`src/rtl/mult_div_unit.sv`:
```
// -----------------------------------------------------------------------------
// mult_div_unit
//   Multicycle signed multiply/divide responder for the MIPS datapath.
//   A start pulse latches the operands. The unit then runs one iteration per
//   clock: a radix-2 Booth step for multiply, or a restoring step on operand
//   magnitudes for divide. After the last step it writes HI/LO and raises a
//   one-cycle done pulse. A divide by zero answers with a one-cycle DivZero
//   pulse and leaves HI/LO unchanged.
//
// Ports
//   clk       in   1      system clock, rising edge
//   reset     in   1      asynchronous active-low reset
//   MultCtrl  in   1      start signed multiply (sampled in IDLE only, has priority)
//   DivCtrl   in   1      start signed divide (sampled in IDLE only)
//   A, B      in   WIDTH  operands, captured on the start edge
//   HI, LO    out  WIDTH  mult: product high/low; div: remainder/quotient
//   Busy      out  1      high in MULT, DIV and DONE
//   MultDone  out  1      one-cycle pulse, multiply result on HI/LO
//   DivDone   out  1      one-cycle pulse, divide result on HI/LO
//   DivZero   out  1      one-cycle pulse, divisor was zero
// -----------------------------------------------------------------------------
module mult_div_unit #(
  parameter int WIDTH = 32
) (
  input  logic             clk,
  input  logic             reset,
  input  logic             MultCtrl,
  input  logic             DivCtrl,
  input  logic [WIDTH-1:0] A,
  input  logic [WIDTH-1:0] B,
  output logic [WIDTH-1:0] HI,
  output logic [WIDTH-1:0] LO,
  output logic             Busy,
  output logic             MultDone,
  output logic             DivDone,
  output logic             DivZero
);

  localparam int CNT_W = $clog2(WIDTH + 1);

  typedef enum logic [2:0] {
    S_IDLE,
    S_MULT,
    S_DIV,
    S_DONE,
    S_DZERO
  } state_t;

  // Two's-complement negate when requested.
  function automatic logic [WIDTH-1:0] cond_neg(input logic [WIDTH-1:0] v,
                                                input logic             neg);
    return neg ? (-v) : v;
  endfunction

  // Magnitude of a signed operand. -2^(W-1) maps to 2^(W-1), which is still
  // representable as an unsigned W-bit value.
  function automatic logic [WIDTH-1:0] mag(input logic [WIDTH-1:0] v);
    return cond_neg(v, v[WIDTH-1]);
  endfunction

  // Control state
  state_t           state_q, state_d;
  logic [CNT_W-1:0] cnt_q, cnt_d;
  logic [WIDTH-1:0] hi_q, hi_d, lo_q, lo_d;
  logic             mult_op_q, mult_op_d;
  logic             dz_q, dz_d;

  // Datapath state. For multiply {acc_q, qr_q, qm1_q} is the Booth register;
  // acc_q carries one guard bit so that subtracting a multiplicand of
  // -2^(W-1) cannot overflow. For divide acc_q holds the partial remainder
  // and qr_q shifts the dividend out while the quotient shifts in.
  logic signed [WIDTH:0]   acc_q;
  logic        [WIDTH-1:0] qr_q;
  logic                    qm1_q;
  logic        [WIDTH-1:0] m_q;
  logic                    negq_q, negr_q;

  // Booth step
  logic signed [WIDTH:0]   m_ext;
  logic signed [WIDTH:0]   acc_sum;
  logic signed [WIDTH:0]   booth_acc;
  logic        [WIDTH-1:0] booth_q;

  // Restoring divide step
  logic [WIDTH:0]   shift_rem;
  logic [WIDTH+1:0] diff;
  logic [WIDTH:0]   div_rem;
  logic [WIDTH-1:0] div_q;

  always_comb begin
    m_ext = $signed({m_q[WIDTH-1], m_q});
    case ({qr_q[0], qm1_q})
      2'b01:   acc_sum = acc_q + m_ext;
      2'b10:   acc_sum = acc_q - m_ext;
      default: acc_sum = acc_q;
    endcase
    booth_acc = {acc_sum[WIDTH], acc_sum[WIDTH:1]};
    booth_q   = {acc_sum[0], qr_q[WIDTH-1:1]};

    shift_rem = {acc_q[WIDTH-1:0], qr_q[WIDTH-1]};
    diff      = {1'b0, shift_rem} - {2'b00, m_q};
    div_rem   = diff[WIDTH+1] ? shift_rem : diff[WIDTH:0];
    div_q     = {qr_q[WIDTH-2:0], ~diff[WIDTH+1]};
  end

  // Next-state / output decode
  always_comb begin
    state_d   = state_q;
    cnt_d     = cnt_q;
    hi_d      = hi_q;
    lo_d      = lo_q;
    mult_op_d = mult_op_q;
    dz_d      = 1'b0;
    case (state_q)
      S_IDLE: begin
        if (MultCtrl) begin
          state_d   = S_MULT;
          cnt_d     = CNT_W'(WIDTH);
          mult_op_d = 1'b1;
        end else if (DivCtrl) begin
          mult_op_d = 1'b0;
          if (B != '0) begin
            state_d = S_DIV;
            cnt_d   = CNT_W'(WIDTH);
          end else begin
            state_d = S_DZERO;
          end
        end
      end
      // The counter reaches zero after the last iteration; the following
      // edge commits the result to HI/LO and enters DONE.
      S_MULT: begin
        if (cnt_q == '0) begin
          state_d = S_DONE;
          hi_d    = acc_q[WIDTH-1:0];
          lo_d    = qr_q;
        end else begin
          cnt_d = cnt_q - CNT_W'(1);
        end
      end
      S_DIV: begin
        if (cnt_q == '0) begin
          state_d = S_DONE;
          hi_d    = cond_neg(acc_q[WIDTH-1:0], negr_q);
          lo_d    = cond_neg(qr_q, negq_q);
        end else begin
          cnt_d = cnt_q - CNT_W'(1);
        end
      end
      S_DONE:  state_d = S_IDLE;
      // DivZero is registered, so the pulse appears the cycle after DZERO.
      S_DZERO: begin
        state_d = S_IDLE;
        dz_d    = 1'b1;
      end
      default: state_d = S_IDLE;
    endcase
  end

  always_ff @(posedge clk or negedge reset) begin
    if (!reset) begin
      state_q   <= S_IDLE;
      cnt_q     <= '0;
      hi_q      <= '0;
      lo_q      <= '0;
      mult_op_q <= 1'b0;
      dz_q      <= 1'b0;
    end else begin
      state_q   <= state_d;
      cnt_q     <= cnt_d;
      hi_q      <= hi_d;
      lo_q      <= lo_d;
      mult_op_q <= mult_op_d;
      dz_q      <= dz_d;
    end
  end

  // Operand capture and iteration
  always_ff @(posedge clk) begin
    case (state_q)
      S_IDLE: begin
        if (MultCtrl) begin
          acc_q <= '0;
          qr_q  <= A;
          qm1_q <= 1'b0;
          m_q   <= B;
        end else if (DivCtrl) begin
          acc_q  <= '0;
          qr_q   <= mag(A);
          qm1_q  <= 1'b0;
          m_q    <= mag(B);
          negq_q <= A[WIDTH-1] ^ B[WIDTH-1];
          negr_q <= A[WIDTH-1];
        end
      end
      S_MULT: begin
        if (cnt_q != '0) begin
          acc_q <= booth_acc;
          qr_q  <= booth_q;
          qm1_q <= qr_q[0];
        end
      end
      S_DIV: begin
        if (cnt_q != '0) begin
          acc_q <= $signed(div_rem);
          qr_q  <= div_q;
        end
      end
      default: ;
    endcase
  end

  assign HI       = hi_q;
  assign LO       = lo_q;
  assign Busy     = (state_q == S_MULT) || (state_q == S_DIV) || (state_q == S_DONE);
  assign MultDone = (state_q == S_DONE) &&  mult_op_q;
  assign DivDone  = (state_q == S_DONE) && !mult_op_q;
  assign DivZero  = dz_q;

endmodule

```
`config.mk`:
```
export PLATFORM = sky130hd
export DESIGN_NAME = mult_div_unit
export DESIGN_NICKNAME = d
export VERILOG_FILES = /design/src/rtl/mult_div_unit.sv
export SDC_FILE = /design/constraint.sdc
export NUM_CORES = 1
export LEC_CHECK = 0
export CORE_MARGIN = 5
export CORE_UTILIZATION = 41
export DETAILED_ROUTE_END_ITERATION = 8
export PLACE_DENSITY = 0.7
export REMOVE_ABC_BUFFERS = 1
export SLEW_MARGIN = 25
export SYNTH_ARGS = -nofsm -noshare
export SYNTH_HDL_FRONTEND = slang
export SYNTH_SLANG_ARGS = --single-unit
```
`constraint.sdc`:
```
create_clock -name clk -period 5.4 [get_ports clk]
set_input_delay 0.81 -clock clk [delete_from_list [all_inputs] [get_ports clk]]
set_output_delay 0.81 -clock clk [all_outputs]
set_load 0.005 [all_outputs]
```
# Yosys cells after proc, flatten, opt, wreduce, memory -nomap -nowiden
# Index checks and enable logic that the tools add are counted.
# word_totals
reg_bits,175
in_bits,68
# op_classes
mux,40
n_reduce_logical,22
add_sub_neg,8
n_bitwise,3
eq_ne,14
# op_table
op,count
$mux 32,14
$mux 33,5
$neg 32->32,4
$pmux 32 s2,2
$pmux 33 s3,1
$pmux 32 s3,1
$pmux 33 s2,1
$sub 33x32->34,1
$add 33x32->33,1
$sub 33x32->33,1
$reduce_bool 32->1,1
$mux 6,4
$mux 3,4
$pmux 6 s2,1
$ne 2x2->1 const B,5
$reduce_and 3->1,3
$reduce_and 4->1,2
$reduce_bool 2->1,4
$eq 3x2->1 const B,2
$logic_not 6->1,1
$ne 3x3->1 const B,2
$pmux 3 s2,1
$reduce_bool 6->1,1
$sub 6x1->6 const B,1
16 further kinds,24

# Longest topological paths before layout
# Gate-level depths: netlist of run 1.
# logic_depth
ltp_word,5
ltp_mapped,19

# Worst setup path after synthesis of run 1
# Ideal clock, no wire load.
# synth_path
kind,input -> register
startpoint,in MultCtrl
endpoint,reg cnt_q[4]
n_path_buf,0
setup_ps,76
stages,8
path_slack_ps,688
arrival_ps,4635
cell_sequence,nor3_1 a21o_1 o22a_1 nor2_1 a21bo_4 nor3_2 a21oi_2 o21ai_1
# synth_via
elab_chain_len,2
# synth_lines
item,line,rtl
start: declaration,27,"input logic MultCtrl,"
$ne 3x3->1 (no source line) or $mux 6 (tied branches),n/a,
$reduce_and 4->1 (no source line) or $pmux 6 s2 (tied branches),n/a,
end signal: assignment,170,cnt_q <= cnt_d;
end: declaration,63,"logic [CNT_W-1:0] cnt_q, cnt_d;"
# Several ways; a longest one is shown, not always the timed one.
# A chain may end at the register's enable or synchronous reset.

# Worst setup path after layout of run 1
# layout_path
startpoint,reg m_q[1]
endpoint,reg acc_q[29] (data pin)
# layout_via
elab_chain_len,4
# layout_lines
item,line,rtl
start: declaration,75,logic [WIDTH-1:0] m_q;
start signal: assignment,191,m_q <= mag(B);
$sub 33x32->33 (tied with other cells),94,2'b10: acc_sum = acc_q - m_ext;
$pmux 33 s2 or $mux 33 (tied branches),"92, 102",
$mux 33 (on tied branches),"197, 204",
$pmux 33 s3 *,180,case (state_q)
end signal: assignment,198,acc_q <= booth_acc;
end signal: assignment,205,acc_q <= $signed(div_rem);
end: declaration,72,logic signed [WIDTH:0] acc_q;
# Mark *: on every way between the ends. The rest lies on a longest branch, timed or not. The select of a mux whose other input is x is not followed.

==> metrics.txt, run 1 <==
# fillers=roughly 3200; Hold WC Path Type=primary input to async pin; Detail Route Antenna Nets=0; initial antenna violation count=0; ys async rst share=between 40% and 50%; Die H=194.4 um; gp weighted congestion=between 0.9 and 1; Synth area leaders=edfxtp_1 (22%), dfrtp_1 (13%), xnor2_1 (8.2%); Distinct cells, synth=75; synth-to-layout area growth=17.15%; RSZ-0062 raised after global routing=false; post-CTS setup buffers=0; Worst VDD drop=327.2 uV; H-tree Lvls=4; critical-path cell list=inv_1 > ha_1 > nor3b_1 > nor3b_1 > buf_4 > nor2b_1 > and3_1 > a21oi_1 > xnor2_1 > ha_1 > a21oi_1 > o21ai_0 > a2111oi_0 > a21oi_1 > a211oi_1 > xor2_1 > o21ai_0 > a21o_1; fmax=210.6 MHz; # setup viols final=0; Initial DRC Count=slightly above 1000; DR vias/cell=5.783; Mapped Area=13950 um^2; Final Cycle Share=87.95%; largest net degree at the start of global routing=83; TritonRoute pass-1 iters=6; Post-synth EDFFs=100; crit-path max cell delay=0.47 ns; clk slew on worst S/H paths=~0.080 ns; CTS tree=built; YS warnings=0; Antenna diodes=0; sequential-to-total area share from yosys stat=34.99%; Final Max Tran Viols=0; register area=approximately 4900 um^2; core area=about 34000 um^2; HPWL Detailed=about 31 mm; I/O pin count=~140; Critical Path Source Type=register; MaxCap Viol Count=0; DP Worst Slack=approximately 0.77 ns; drc violations=0; Overall Global Routing Usage=roughly a fifth; most used cell, CP=a21oi_1; vias in the first global route=between 10000 and 15000; Initial Utilization=around 42%; Die Wd=around 190 um; clock sink count=about 180; fin crit period=between 4 and 5 ns; Final Power=around 0.009 W; share of cells above drive strength 1=approximately 4.3%; CP Buf/Inv Count=2; detailed-route wire length=between 40 and 50 mm; Cell Pwr Density=between 500 and 600 nW/um^2; Fin Setup TNS=0 ns; slowest CP cell=nor3b_1; Final Non-Filler Cells=roughly 2200; Hold-fix buffers, CTS=0; status=finished, final reports clean; Hold Violations, Final=0; row cnt=67; Port Buffers=~140; Critical Path End Type=register; first-pass GRT wire length=between 60 and 70 mm; Synth Register Bits=between 150 and 200; aggregate global routing overflow=0; Required @ worst endpoint=about 5.6 ns; Critical Path AT=about 5.0 ns; top_reg_cell synth=edfxtp_1; nets=between 1500 and 2000; post-synth top area cell=edfxtp_1; TritonCTS Buffers=17; crit-path max FO=5; Root Buffer=clkbuf_16; DR WL/cell=about 19 um; Worst-Skew Late Latency=around 0.47 ns; Pleak=6.334 nW; clk_skew=0.02284 ns; post-cts sizing count=0; synthesized area per cell=between 8 and 9 um^2; die area=~38000 um^2; delay-heaviest family, CP=compound AO/OA/AOI/OAI gates; setup ws final=around 0.65 ns; clock buffer depth=2; Yosys top cell area share=about 22%; max_slew headroom=35.39%; multi-input combinational cell area=8582 um^2; R2R setup slack=between 0.6 and 0.7 ns; Mapped Cells=1635; vias after detailed routing=12650; Crit Path Category=register to register; Slew @ Worst Pin=between 0.9 and 1 ns; placed insts=2156
==> state kept, by name, summed over array words and instances, names as in the netlist <==
signal     cells
qr_q          32
cnt_q          6
HI            32
mult_op_q      1
m_q           32
negr_q         1
negq_q         1
DivZero        1
LO            32
state_q        3
acc_q         33
qm1_q          1
==> worst reg2reg max path: stages, from the launching register on <==
cell and delay [ns]:
edfxtp_1 0.43, inv_1 0.14, ha_1 0.17, nor3b_1 0.47
nor3b_1 0.24, buf_4 0.16, nor2b_1 0.28, and3_1 0.24
a21oi_1 0.09, xnor2_1 0.14, ha_1 0.23, a21oi_1 0.27
o21ai_0 0.18, a2111oi_0 0.45, a21oi_1 0.26, a211oi_1 0.30
xor2_1 0.16, o21ai_0 0.08, a21o_1 0.20
==> stage by stage <==
stage               utilization (%)  hold WS [ns]  instance area, um^2
floorplan                         -        0.4532                13630
global placement              46.89        0.4603                15720
detailed placement            46.90        0.4695                15730
CTS                           48.69        0.4866                16330
global route                  48.72        0.4123                16340
finish                        48.72        0.3504                16340
==> Yosys cell counts (34+ instances only) <==
cell type and instances:
a21oi_1 134, clkbuf_1 65, dfrtp_1 75, edfxtp_1 100, ha_1 72, inv_1 59
nand2_1 155, nand2b_1 34, nor2_1 129, nor3_1 35, o21ai_0 192, xnor2_1 130
xor2_1 74
==> cell families (layout without fill, tap and decap cells) <==
group	count (synthesis)	in the layout	synth area share (%)
xor+xnor	204	204	12.81
compound gates	538	538	23.43
fa+ha+maj	74	74	6.747
mux	14	14	1.014
flops	175	175	34.99
simple gates	494	494	17.16
buf+inv	136	241	3.840
==> final cells by class <==
type                    instances  share of cell area, %
clock inverters                15                  1.088
well taps                     448                  3.431
repair buffers                150                  9.122
multi-input cells            1324                  52.53
inverters                      59                  1.356
flip-flops and latches        175                  29.87
clock buffers                  17                  2.604
==> placed cells by master, fill, tap and decap left out, types with 16 or more instances in the layout <==
cell	instances
a31oi_1	17
o21ai_0	192
dfrtp_1	75
nor3_1	35
and3_1	18
o31ai_1	20
xor2_1	74
clkdlybuf4s50_1	134
a21o_1	23
inv_1	59
edfxtp_1	100
a21oi_1	134
nor2_1	127
a22oi_1	32
o22ai_1	20
xnor2_1	130
ha_1	71
nand2_1	154
nor4_1	20
clkbuf_16	17
nand2b_1	34
nand3_1	16
==> metal layers <==
layer | share of wire (%) | wire length, um | track usage (%) | up-vias
met1 | 44 | 17790 | 27.86 | 6003
met4 | 3.7 | 1512 | 7.448 | 0
met3 | 5.6 | 2283 | 3.532 | 100
met2 | 47 | 19140 | 34.82 | 416
li1 | - | - | - | 6134
met5 | 0 | 0 | 0 | -
==> report_power, final <==
| group | internal [W] | total (W) | switching (W) |
|---|---|---|---|
| Clock | 0.000632 | 0.00128 | 0.000653 |
| Sequential | 0.00190 | 0.00243 | 0.000532 |
| Combinational | 0.00230 | 0.00520 | 0.00290 |
| Total | 0.00483 | 0.00892 | 0.00408 |
==> worst paths after layout <==
path / startpoint / endpoint / cells past startpoint
max: m_q[1]$_DFFE_PP_ / acc_q[29]$_DFFE_PP_ / 18
min: reset / HI[2]$_DFFE_PN0P_ / 1
max reg2reg: m_q[1]$_DFFE_PP_ / acc_q[29]$_DFFE_PP_ / 18
min reg2reg: LO[10]$_DFFE_PN0P_ / LO[10]$_DFFE_PN0P_ / 2
max in group asynchronous: reset / LO[15]$_DFFE_PN0P_ / 1
min in group clk: LO[10]$_DFFE_PN0P_ / LO[10]$_DFFE_PN0P_ / 2
Note: power is estimated with default switching activity, not from simulation.
==> inputs of run 2 (changes only) <==
CAP_MARGIN = 10   (was unset)
CTS_CLUSTER_SIZE = 24   (was unset)
==> results of run 2 <==
The final DEF is identical to that of run 1; final timing and power are the same.
